--- config.mk ---
export PLATFORM = sky130hd
export DESIGN_NAME = parking_lot_controller
export DESIGN_NICKNAME = d
export VERILOG_FILES = /design/src/rtl/parking_pkg.sv /design/src/rtl/parking_lot_controller_sync2.sv /design/src/rtl/parking_lot_controller.sv
export SDC_FILE = /design/constraint.sdc
export NUM_CORES = 1
export LEC_CHECK = 0
export BUFFER_PORTS_ARGS = -buffer_cell sky130_fd_sc_hd__buf_2
export CORE_UTILIZATION = 58
export CTS_CLUSTER_SIZE = 16
export DETAILED_ROUTE_END_ITERATION = 7
export PLACE_DENSITY = 0.78
export SKIP_LAST_GASP = 1
export SYNTH_ARGS = -nofsm -noshare
export SYNTH_HDL_FRONTEND = slang
export SYNTH_SLANG_ARGS = --single-unit
--- constraint.sdc ---
create_clock -name clk -period 4.85 [get_ports clk]
set_clock_uncertainty 0.05 [all_clocks]
set_input_delay 0.97 -clock clk [delete_from_list [all_inputs] [get_ports clk]]
set_output_delay 0.97 -clock clk [all_outputs]
set_load 0.05 [all_outputs]
--- src/rtl/parking_pkg.sv ---
// Shared types and constants for the two-beam parking gate.
package parking_pkg;
  typedef enum logic [2:0] {IDLE, IN1, IN2, IN3, OUT1, OUT2, OUT3} gate_state_t;

  localparam int CAP_DEFAULT = 16;

  // Sensor pattern {a, b}
  localparam logic [1:0] AB_NONE = 2'b00;
  localparam logic [1:0] AB_A    = 2'b10;
  localparam logic [1:0] AB_B    = 2'b01;
  localparam logic [1:0] AB_BOTH = 2'b11;
endpackage

--- src/rtl/parking_lot_controller_sync2.sv ---
// Two-flop synchronizer for one asynchronous gate sensor.
module sync2 (
  input  logic clk,
  input  logic reset,
  input  logic d,
  output logic q
);
  logic meta;

  always_ff @(posedge clk) begin
    if (reset) begin
      meta <= 1'b0;
      q    <= 1'b0;
    end else begin
      meta <= d;
      q    <= meta;
    end
  end
endmodule

--- src/rtl/parking_lot_controller.sv ---
// Parking gate sequencer: decodes beam-break order into enter/exit pulses
// and keeps a saturating occupancy count with full/empty flags.
module parking_lot_controller
  import parking_pkg::*;
#(
  parameter int CAP = CAP_DEFAULT,
  parameter int CW  = $clog2(CAP + 1)
) (
  input  logic          clk,
  input  logic          reset,
  input  logic          a,
  input  logic          b,
  output logic          enter,
  output logic          exit,
  output logic [CW-1:0] count,
  output logic          full,
  output logic          empty
);
  localparam logic [CW-1:0] CAP_W = CW'(CAP);

  logic        a_s, b_s;
  logic [1:0]  ab_s;
  gate_state_t state, state_nxt;
  logic        enter_nxt, exit_nxt;

  sync2 u_sync_a (.clk(clk), .reset(reset), .d(a), .q(a_s));
  sync2 u_sync_b (.clk(clk), .reset(reset), .d(b), .q(b_s));

  assign ab_s = {a_s, b_s};

  // Entry walks 10 -> 11 -> 01 -> 00; exit is the same walk with a/b swapped.
  // Any step that skips a stage aborts back to IDLE silently.
  always_comb begin
    state_nxt = state;
    enter_nxt = 1'b0;
    exit_nxt  = 1'b0;
    unique case (state)
      IDLE: begin
        if (ab_s == AB_A)      state_nxt = IN1;
        else if (ab_s == AB_B) state_nxt = OUT1;
      end
      IN1: begin
        case (ab_s)
          AB_A:    state_nxt = IN1;
          AB_BOTH: state_nxt = IN2;
          default: state_nxt = IDLE;
        endcase
      end
      IN2: begin
        case (ab_s)
          AB_BOTH: state_nxt = IN2;
          AB_B:    state_nxt = IN3;
          AB_A:    state_nxt = IN1;
          default: state_nxt = IDLE;
        endcase
      end
      IN3: begin
        case (ab_s)
          AB_B:    state_nxt = IN3;
          AB_BOTH: state_nxt = IN2;
          AB_NONE: begin
            state_nxt = IDLE;
            enter_nxt = 1'b1;
          end
          default: state_nxt = IDLE;
        endcase
      end
      OUT1: begin
        case (ab_s)
          AB_B:    state_nxt = OUT1;
          AB_BOTH: state_nxt = OUT2;
          default: state_nxt = IDLE;
        endcase
      end
      OUT2: begin
        case (ab_s)
          AB_BOTH: state_nxt = OUT2;
          AB_A:    state_nxt = OUT3;
          AB_B:    state_nxt = OUT1;
          default: state_nxt = IDLE;
        endcase
      end
      OUT3: begin
        case (ab_s)
          AB_A:    state_nxt = OUT3;
          AB_BOTH: state_nxt = OUT2;
          AB_NONE: begin
            state_nxt = IDLE;
            exit_nxt  = 1'b1;
          end
          default: state_nxt = IDLE;
        endcase
      end
      default: state_nxt = IDLE;
    endcase
  end

  always_ff @(posedge clk) begin
    if (reset) begin
      state <= IDLE;
      enter <= 1'b0;
      exit  <= 1'b0;
      count <= '0;
    end else begin
      state <= state_nxt;
      enter <= enter_nxt;
      exit  <= exit_nxt;
      // Saturate at both ends; pulses still fire even when count cannot move.
      if (enter && count < CAP_W)
        count <= count + 1'b1;
      else if (exit && count != '0)
        count <= count - 1'b1;
    end
  end

  assign full  = (count == CAP_W);
  assign empty = (count == '0);
endmodule
* After elaboration in Yosys (flattened, before gate mapping)
Cells that the tools add are included.
** Cells by class
- $add $sub $neg :: 2
- Multiply operators :: 0
- Div/mod/pow operators :: 0
- Magnitude comparators :: 1
- Equality and inequality tests :: 11
- Shift-type cells :: 0
- Mux-type cells :: 12
- Bitwise gates (word level) :: 2
- Reductions and logical operators :: 9
** Operator list (count)
- 3-bit one-hot mux with 7 select lines :: 1
- 3-bit one-hot mux with 2 select lines :: 2
- 5-bit 2-to-1 mux :: 2
- 3-bit == test (second input constant) :: 3
- 3-bit one-hot mux with 3 select lines :: 1
- 2-bit one-hot mux with 2 select lines :: 2
- 3-bit by 2-bit == test with 1-bit output (second input constant) :: 2
- 3-bit 2-to-1 mux :: 2
- 2-bit one-hot mux with 3 select lines :: 1
- 5-bit by 1-bit adder with 5-bit output (second input constant) :: 1
- 5-bit == test (second input constant) :: 1
- 5-bit zero test :: 1
- 5-bit less-than comparator (second input constant) :: 1
- 5-bit nonzero test :: 1
- 5-bit by 1-bit subtractor with 5-bit output (second input constant) :: 1
- 2-bit == test (second input constant) :: 2
- 2-bit OR reduction :: 2
- 3-bit by 1-bit == test with 1-bit output (second input constant) :: 1
- 3-bit zero test :: 1
- 3-bit != test (second input constant) :: 1
- 2-bit by 1-bit == test with 1-bit output (second input constant) :: 1
- 1-bit logical AND :: 2
- 2-bit zero test :: 1
- 1-bit inverter :: 2
- other kinds (2) :: 2
** Word-level totals
- Register bits :: 14
- Latch bits :: 0
- Memory bits (writable) :: 0
- Memory bits (read-only) :: 0
- Input port bits :: 4
- Output and inout port bits :: 9
- Logic and storage cells :: 45
- Memories kept :: 0

* Longest topological paths before layout
Gate-level depths: netlist of run 1.
- Word-level depth :: 4
- Depth in mapped cells :: 6
- Depth with buffers taken out :: 6

* Hierarchy
A second synthesis of run 1 with hierarchy kept.
** Second synthesis, totals
- Cells, all modules :: 93
- Area total of the unflattened synthesis :: 855.8 sq um
** Modules (own cells, without submodules)
- parking_lot_controller :: instances 1, cells an instance 85, area each 750.7 sq um, sequential area each 200.2 sq um
- sync2 :: instances 2, cells an instance 4, area each 52.6 sq um, sequential area each 40.0 sq um

* Worst setup path after synthesis of run 1
OpenSTA, ideal clock, no wires.
- Path type :: flip-flop to output port
- Start point :: register count[0]
- End point :: output empty
- Arrival :: 1.812 ns
- Required time :: 3.830 ns
- Setup slack :: 2.018 ns
- Stages on the path, launching flop included :: 3
- Path buffers :: 0
- Path through :: dfxtp_1 or4_4 nor2_1
** Between the ends
- Word-level cells in the longest chain between the ends :: 1
** Ends and longest elaborated chain
- from (decl) :: RTL line parking_lot_controller.sv:15 : output logic [CW-1:0] count,
- from (signal assigned) :: RTL line parking_lot_controller.sv:110 : count <= count + 1'b1;
- from (signal assigned) :: RTL line parking_lot_controller.sv:112 : count <= count - 1'b1;
- 5-bit zero test :: RTL line parking_lot_controller.sv:117 : assign empty = (count == '0);
- to (decl) :: RTL line parking_lot_controller.sv:17 : output logic empty
Every way passes these cells.

* Worst setup path in the final report of run 1
Ends and elaborated chain as after synthesis.

==> results of run 1 <==
area by class of cell:
| class | count | share of cell area (%) |
|---|---|---|
| timing repair buffer | 12 | 6.37 |
| tap | 15 | 1.99 |
| multi-input combinational | 65 | 55.7 |
| clock buffer | 4 | 3.85 |
| inverter | 6 | 2.39 |
| sequential | 14 | 29.7 |
registers in the layout (all words and copies together), names as in the netlist:
name / flops
count: 5
enter: 1
exit: 1
state: 3
u_sync_a.meta: 1
u_sync_a.q: 1
u_sync_b.meta: 1
u_sync_b.q: 1
final timing paths:
path | start | endpoint | slack (ns) | cells after the start
worst min register to register | u_sync_a.meta | u_sync_a.q | 0.40 | 1
worst max register to register | count[4] | count[4] | 2.81 | 6
worst max-delay path | count[0] | empty | 2.24 | 3
worst min-delay path | u_sync_a.meta | u_sync_a.q | 0.40 | 1
power groups by stage:
| stage | logic, µW | registers (µW) | clock network (µW) |
|---|---|---|---|
| finish | 13.6 | 121 | 82.8 |
| global route | 15.3 | 122 | 90.3 |
| CTS | 13.6 | 121 | 84.6 |
| detailed placement | 13.4 | 124 | 0 |
| global placement | 12.9 | 123 | 0 |
| floorplan | 11.9 | 121 | 0 |
worst max-delay path: cells and delay by family, from the launching register on:
| kind | cells | cell delay (ns) |
|---|---|---|
| simple gates | 2 | 0.67 |
| flops | 1 | 0.38 |
| buf+inv | 1 | 0.26 |
stage by stage:
| stage | std cells | worst slack (ns) | total power [µW] | instance area (µm²) |
|---|---|---|---|---|
| after global routing | 116 | 2.12 | 227 | 943 |
| after CTS | 116 | 2.23 | 219 | 943 |
| after floorplan | 89 | 2.02 | 133 | 845 |
| after detailed placement | 112 | 2.54 | 137 | 907 |
| after global placement | 112 | 2.55 | 136 | 907 |
| final | 116 | 2.24 | 217 | 943 |
Yosys cell counts:
cell        n
fa_1        1
xor2_1      3
nor4_1      2
a21o_2      1
nand2b_1    2
inv_1       6
a21o_1      1
nand3_1     3
o21ai_0     3
nand3b_1    1
a41oi_1     1
o221ai_1    1
mux2i_1     4
o41ai_1     1
or2_2       1
clkbuf_1    3
and4_1      1
nor2_1      8
buf_2       1
and2_1      1
nor2b_1     5
a21oi_1     3
or4_4       1
dfxtp_1    14
mux2_2      1
o31ai_1     1
a211oi_1    1
a2111oi_0   1
nand2_1     2
ha_1       10
nor4b_1     1
o2bb2ai_4   1
a32oi_1     1
a31oi_1     2
logic make-up (layout without fill, tap and decap cells):
group,Yosys count,after routing,synth area share [%]
AO/OA/AOI/OAI,18,18,17.2
AND/OR/NAND/NOR,28,28,18.7
flip-flops,14,14,33.2
multiplexers,5,5,6.07
XOR/XNOR,3,3,3.11
buffers and inverters,10,22,4.59
adder cells (fa/ha/maj),11,11,17.2
per-layer routing:
metal  vias up  wire length, µm
met2        11              709
met3         0               55
met4         0                0
met5         -                0
li1        341                -
met1       301              797
==> flow_summary_export.csv, run 1 <==
group,metric,value,unit
finish,fillers,100,
timing,finalHoldWorstSlack,0.399,ns
timing,grt_setup_unrepaired,"false",
clock_network,cts_buffer_depth,2,
grt,track_usage,22.2,%
routing,detail-route-antenna-nets,0,
clock_network,cts_buffers,3,
logic_synthesis,syn_area_per_cell,9.49,µm²
timing,slew_viol_final,0,
logic_synthesis,yosysUniqueCellTypes,34,
timing,period_minus_slack,2.61,ns
logic_synthesis,syn-cell-area,845,µm²
clock_network,clk_latency,0.28,ns
place,gp_congestion,0.763,
grt,gr-total-overflow,0,
logic_synthesis,synth_cells,89,
grt,antenna_found_initial,0,
place,hpwl,1.20,mm
power,swShare,22.1,%
power,p_int,169,µW
logic_synthesis,ys_seq_elements,14,
outcome,status,"complete, no violations",
routing,drt-total-wl,1.56,mm
grt,grt_max_degree,14,
clock_network,postCtsResizedCells,0,
routing,num_vias,653,
finish,n_antenna_cell,0,
routing,drtPass1Iterations,4,
power,clockPowerShare,38.1,%
clock_network,cts_hold_buf,0,
clock_network,cts_num_sinks,14,
power,ir_drop,0.000224,V
routing,drtIter0Drc,7,
logic_synthesis,yosys_warnings,0,
critical_path,max_stage_delay,0.58,ns
finish,multi_input_area,526,µm²
floorplanning,core_area,1330,µm²
finish,nets,117,
place,portBuffers,12,
clock_network,htreeDepth,1,
logic_synthesis,synthTopCellsByArea,"dfxtp_1 33%, ha_1 15%, mux2i_1 4.7%",
floorplanning,start_util,63.3,%
grt,grt_use_met2,31.5,%
logic_synthesis,syn_nets,104,
timing,timing_hold_violations_final,0,
timing,tightest_slew,0.569,ns
power,p_leak,0.000434,µW
clock_network,cts-root-buf,"clkbuf_4",
routing,post_drt_wl_per_cell,13.5,µm
timing,max_slew_margin,61.6,%
grt,grt_pass1_wl,2.33,mm
logic_synthesis,synth_top_area_share,33.2,%
logic_synthesis,yosysTopAreaCell,"dfxtp_1",
finish,drive_gt1_share,20.8,%
critical_path,crit_path_cell_trace,"or4_4 > nor2_1 > buf_2",
grt,grtUsageMet1,31.5,%
clock_network,post_cts_buffers,0,
critical_path,crit_slowest_cell,"or4_4",
critical_path,cp_max_fo,6,
critical_path,path_class,"register to primary output",
finish,final_common_cell,"dfxtp_1",
power,p_per_area,230,nW/µm²
finish,regArea,280,µm²
clock_network,cts_tree,"done",
floorplanning,die_x,40.2,µm
clock_network,cts.reportedPaths.clkPinSlew,0.08,ns
logic_synthesis,ys_seq_area_share,33.2,%
power,comb_power_share,6.3,%
timing,fin_crit_sh,53.9,%
job,max_cap_violations,0,
grt,met3_usage,8.33,%
floorplanning,dieArea,1610,µm²
critical_path,arrival,1.59,ns
power,p_switching,48.1,µW
floorplanning,pin_count,13,
timing,tns,0,ns
critical_path,worstSetupStartpointType,"register",
min_path,hold_class,"register to register",
timing,setup_viol,0,
floorplanning,std_cell_rows,13,
timing,max_freq,383,MHz
grt,grt_pass1_vias,525,
power,seq_power_share,55.6,%
grt,grt-busiest-layer,"met1",
finish,fin_util,70.7,%
floorplanning,die_h,40.2,µm
routing,drc,0,
routing,via_per_inst,5.63,
finish,syn2layout_area_growth,11.7,%
critical_path,crit_required,3.83,ns
finish,final_cell_mix,"14 x dfxtp_1, 12 x buf_2, 10 x ha_1",
critical_path,cp-end-kind,"primary output",
No activity file was read; power rests on OpenSTA's default activity.
==> inputs of run 2 (changes only) <==
- CORE_UTILIZATION: 58 -> 49
- PLACE_DENSITY: 0.78 -> 0.7
- clock period: 4.85 -> 2.35 ns (I/O delays scaled with it)
==> run 2 against run 1 <==
  * The flow now finishes with violations (DRC)
  * Final area rose by 0.13%
  * Clock-buffer cell count unchanged
  * Worst setup slack got worse by 2.0 ns
  * Register-to-register slack got worse by 2.5 ns
  * Wire length fell by 2.2%
  * First-iteration DRC count grew 71%
  * Largest power group unchanged
  * Sequential power up 110%
  * Critical path type unchanged
  * Final cell count up 0.86%
==> flow_summary_export.csv, run 2 (synthesis results as in run 1) <==
group,metric,value,unit
clock_network,cts.reportedPaths.clkPinSlew,0.08,ns
clock_network,htreeDepth,1,
clock_network,cts_buffer_depth,2,
timing,tns,0,ns
floorplanning,std_cell_rows,14,
finish,largest-register,"count",
clock_network,cts_hold_buf,0,
finish,fin_util,60.6,%
critical_path,cp_num_cells,3,
timing,timing_hold_violations_final,0,
floorplanning,die_x,43.5,µm
finish,drive_gt1_share,20.8,%
grt,grt_pass1_vias,571,
critical_path,cp_max_fo,6,
timing,finalHoldWorstSlack,0.350,ns
clock_network,cts-root-buf,"clkbuf_4",
critical_path,path_class,"register to primary output",
critical_path,arrival,1.59,ns
place,hpwl,1.18,mm
critical_path,max_stage_delay,0.58,ns
finish,nets,117,
grt,grt_pass1_wl,2.43,mm
power,p_per_area,475,nW/µm²
routing,drc,5,
grt,grt_max_degree,14,
timing,max_slew_margin,63.9,%
power,p_leak,0.000434,µW
outcome,status,"complete, but fails checks",
routing,drt-total-wl,1.53,mm
finish,final_common_cell,"dfxtp_1",
timing,grt_setup_unrepaired,"false",
finish,largest_reg_flops,5,
min_path,hold_depth,2,
clock_network,postCtsResizedCells,0,
finish,fillers,141,
floorplanning,die_h,43.5,µm
grt,antenna_found_initial,0,
grt,gr-total-overflow,0,
critical_path,worstSetupStartpointType,"register",
place,portBuffers,12,
critical_path,crit_path_cell_trace,"or4_4 > nor2_1 > buf_2",
critical_path,crit_slowest_cell,"or4_4",
min_path,hold_class,"input pin to register",
critical_path,crit_required,1.83,ns
critical_path,path_buf_inv,1,
timing,max_freq,474,MHz
clock_network,post_cts_buffers,0,
timing,setup_viol,0,
critical_path,critPathTopFamily,"simple AND/OR/NAND/NOR gates",
timing,slew_viol_final,0,
outcome,violations,"DRC",
power,ir_drop,0.000491,V
clock_network,cts_buffers,3,
timing,fin_crit_sh,89.8,%
timing,period_minus_slack,2.11,ns
clock_network,clk_latency,0.28,ns
place,gp_congestion,0.801,
critical_path,worst-r2r-cell-count,6,
critical_path,cp-end-kind,"primary output",
floorplanning,dieArea,1890,µm²
floorplanning,start_util,54.2,%
power,power,449,µW
routing,detail-route-antenna-nets,0,
timing,tightest_slew,0.535,ns
floorplanning,pin_count,13,
finish,final_cell_mix,"14 x dfxtp_1, 12 x buf_2, 10 x ha_1",
routing,post_drt_wl_per_cell,13.1,µm
routing,drtIter0Drc,12,
routing,drtPass1Iterations,5,
clock_network,cts_tree,"done",
routing,via_per_inst,5.59,
finish,n_antenna_cell,0,
floorplanning,core_area,1560,µm²
finish,syn2layout_area_growth,11.9,%
finish,top_regs,"count (5), state (3)",
job,max_cap_violations,0,
clock_network,cts_num_sinks,14,
routing,num_vias,654,
grt,track_usage,17.2,%
[run 2: worst register-to-register path: cells and delay by family (launching register included)]
| family | cells | cell delay [ns] |
|---|---|---|
| flops | 1 | 0.35 |
| fa+ha+maj | 1 | 0.46 |
| simple gates | 1 | 0.28 |
| mux | 1 | 0.24 |
| compound gates | 3 | 0.49 |
[run 2: layer usage]
metal  global-route usage [%]  routed length [µm]  vias to the layer above
li1                         -                   -                      336
met1                     24.1                 788                      307
met2                     26.4                 673                       11
met3                     6.25                  66                        0
met4                     1.88                   0                        0
met5                        0                   0                        -
[run 2: per-stage QoR]
step,instance area (µm²),setup slack (ns),instances
final,945,0.239,117
after global routing,945,0.172,117
after CTS,945,0.222,117
after detailed placement,908,0.396,113
after global placement,908,0.499,113
after floorplan,845,0.0176,89
[run 2: cell type report]
| cell class | instances | area [µm²] | share of cell area (%) |
|---|---|---|---|
| clock buffers | 4 | 36.3 | 3.84 |
| inverters | 6 | 22.5 | 2.38 |
| multi-input cells | 65 | 526 | 55.6 |
| flip-flops and latches | 14 | 280 | 29.7 |
| well taps | 16 | 20.0 | 2.12 |
| repair buffers | 12 | 60.1 | 6.36 |
[run 2: report_power, final]
group          internal [µW]  switching (µW)
registers                242            7.98
clock network           94.2            77.2
logic                   12.8            14.3
[run 2: path summary, 6_finish.rpt]
| kind | start | endpoint | slack [ns] |
|---|---|---|---|
| worst min-delay path | a | u_sync_a.meta | 0.35 |
| worst min register to register | u_sync_b.meta | u_sync_b.q | 0.39 |
| worst max-delay path | count[0] | empty | 0.24 |
| worst max register to register | count[4] | count[4] | 0.36 |
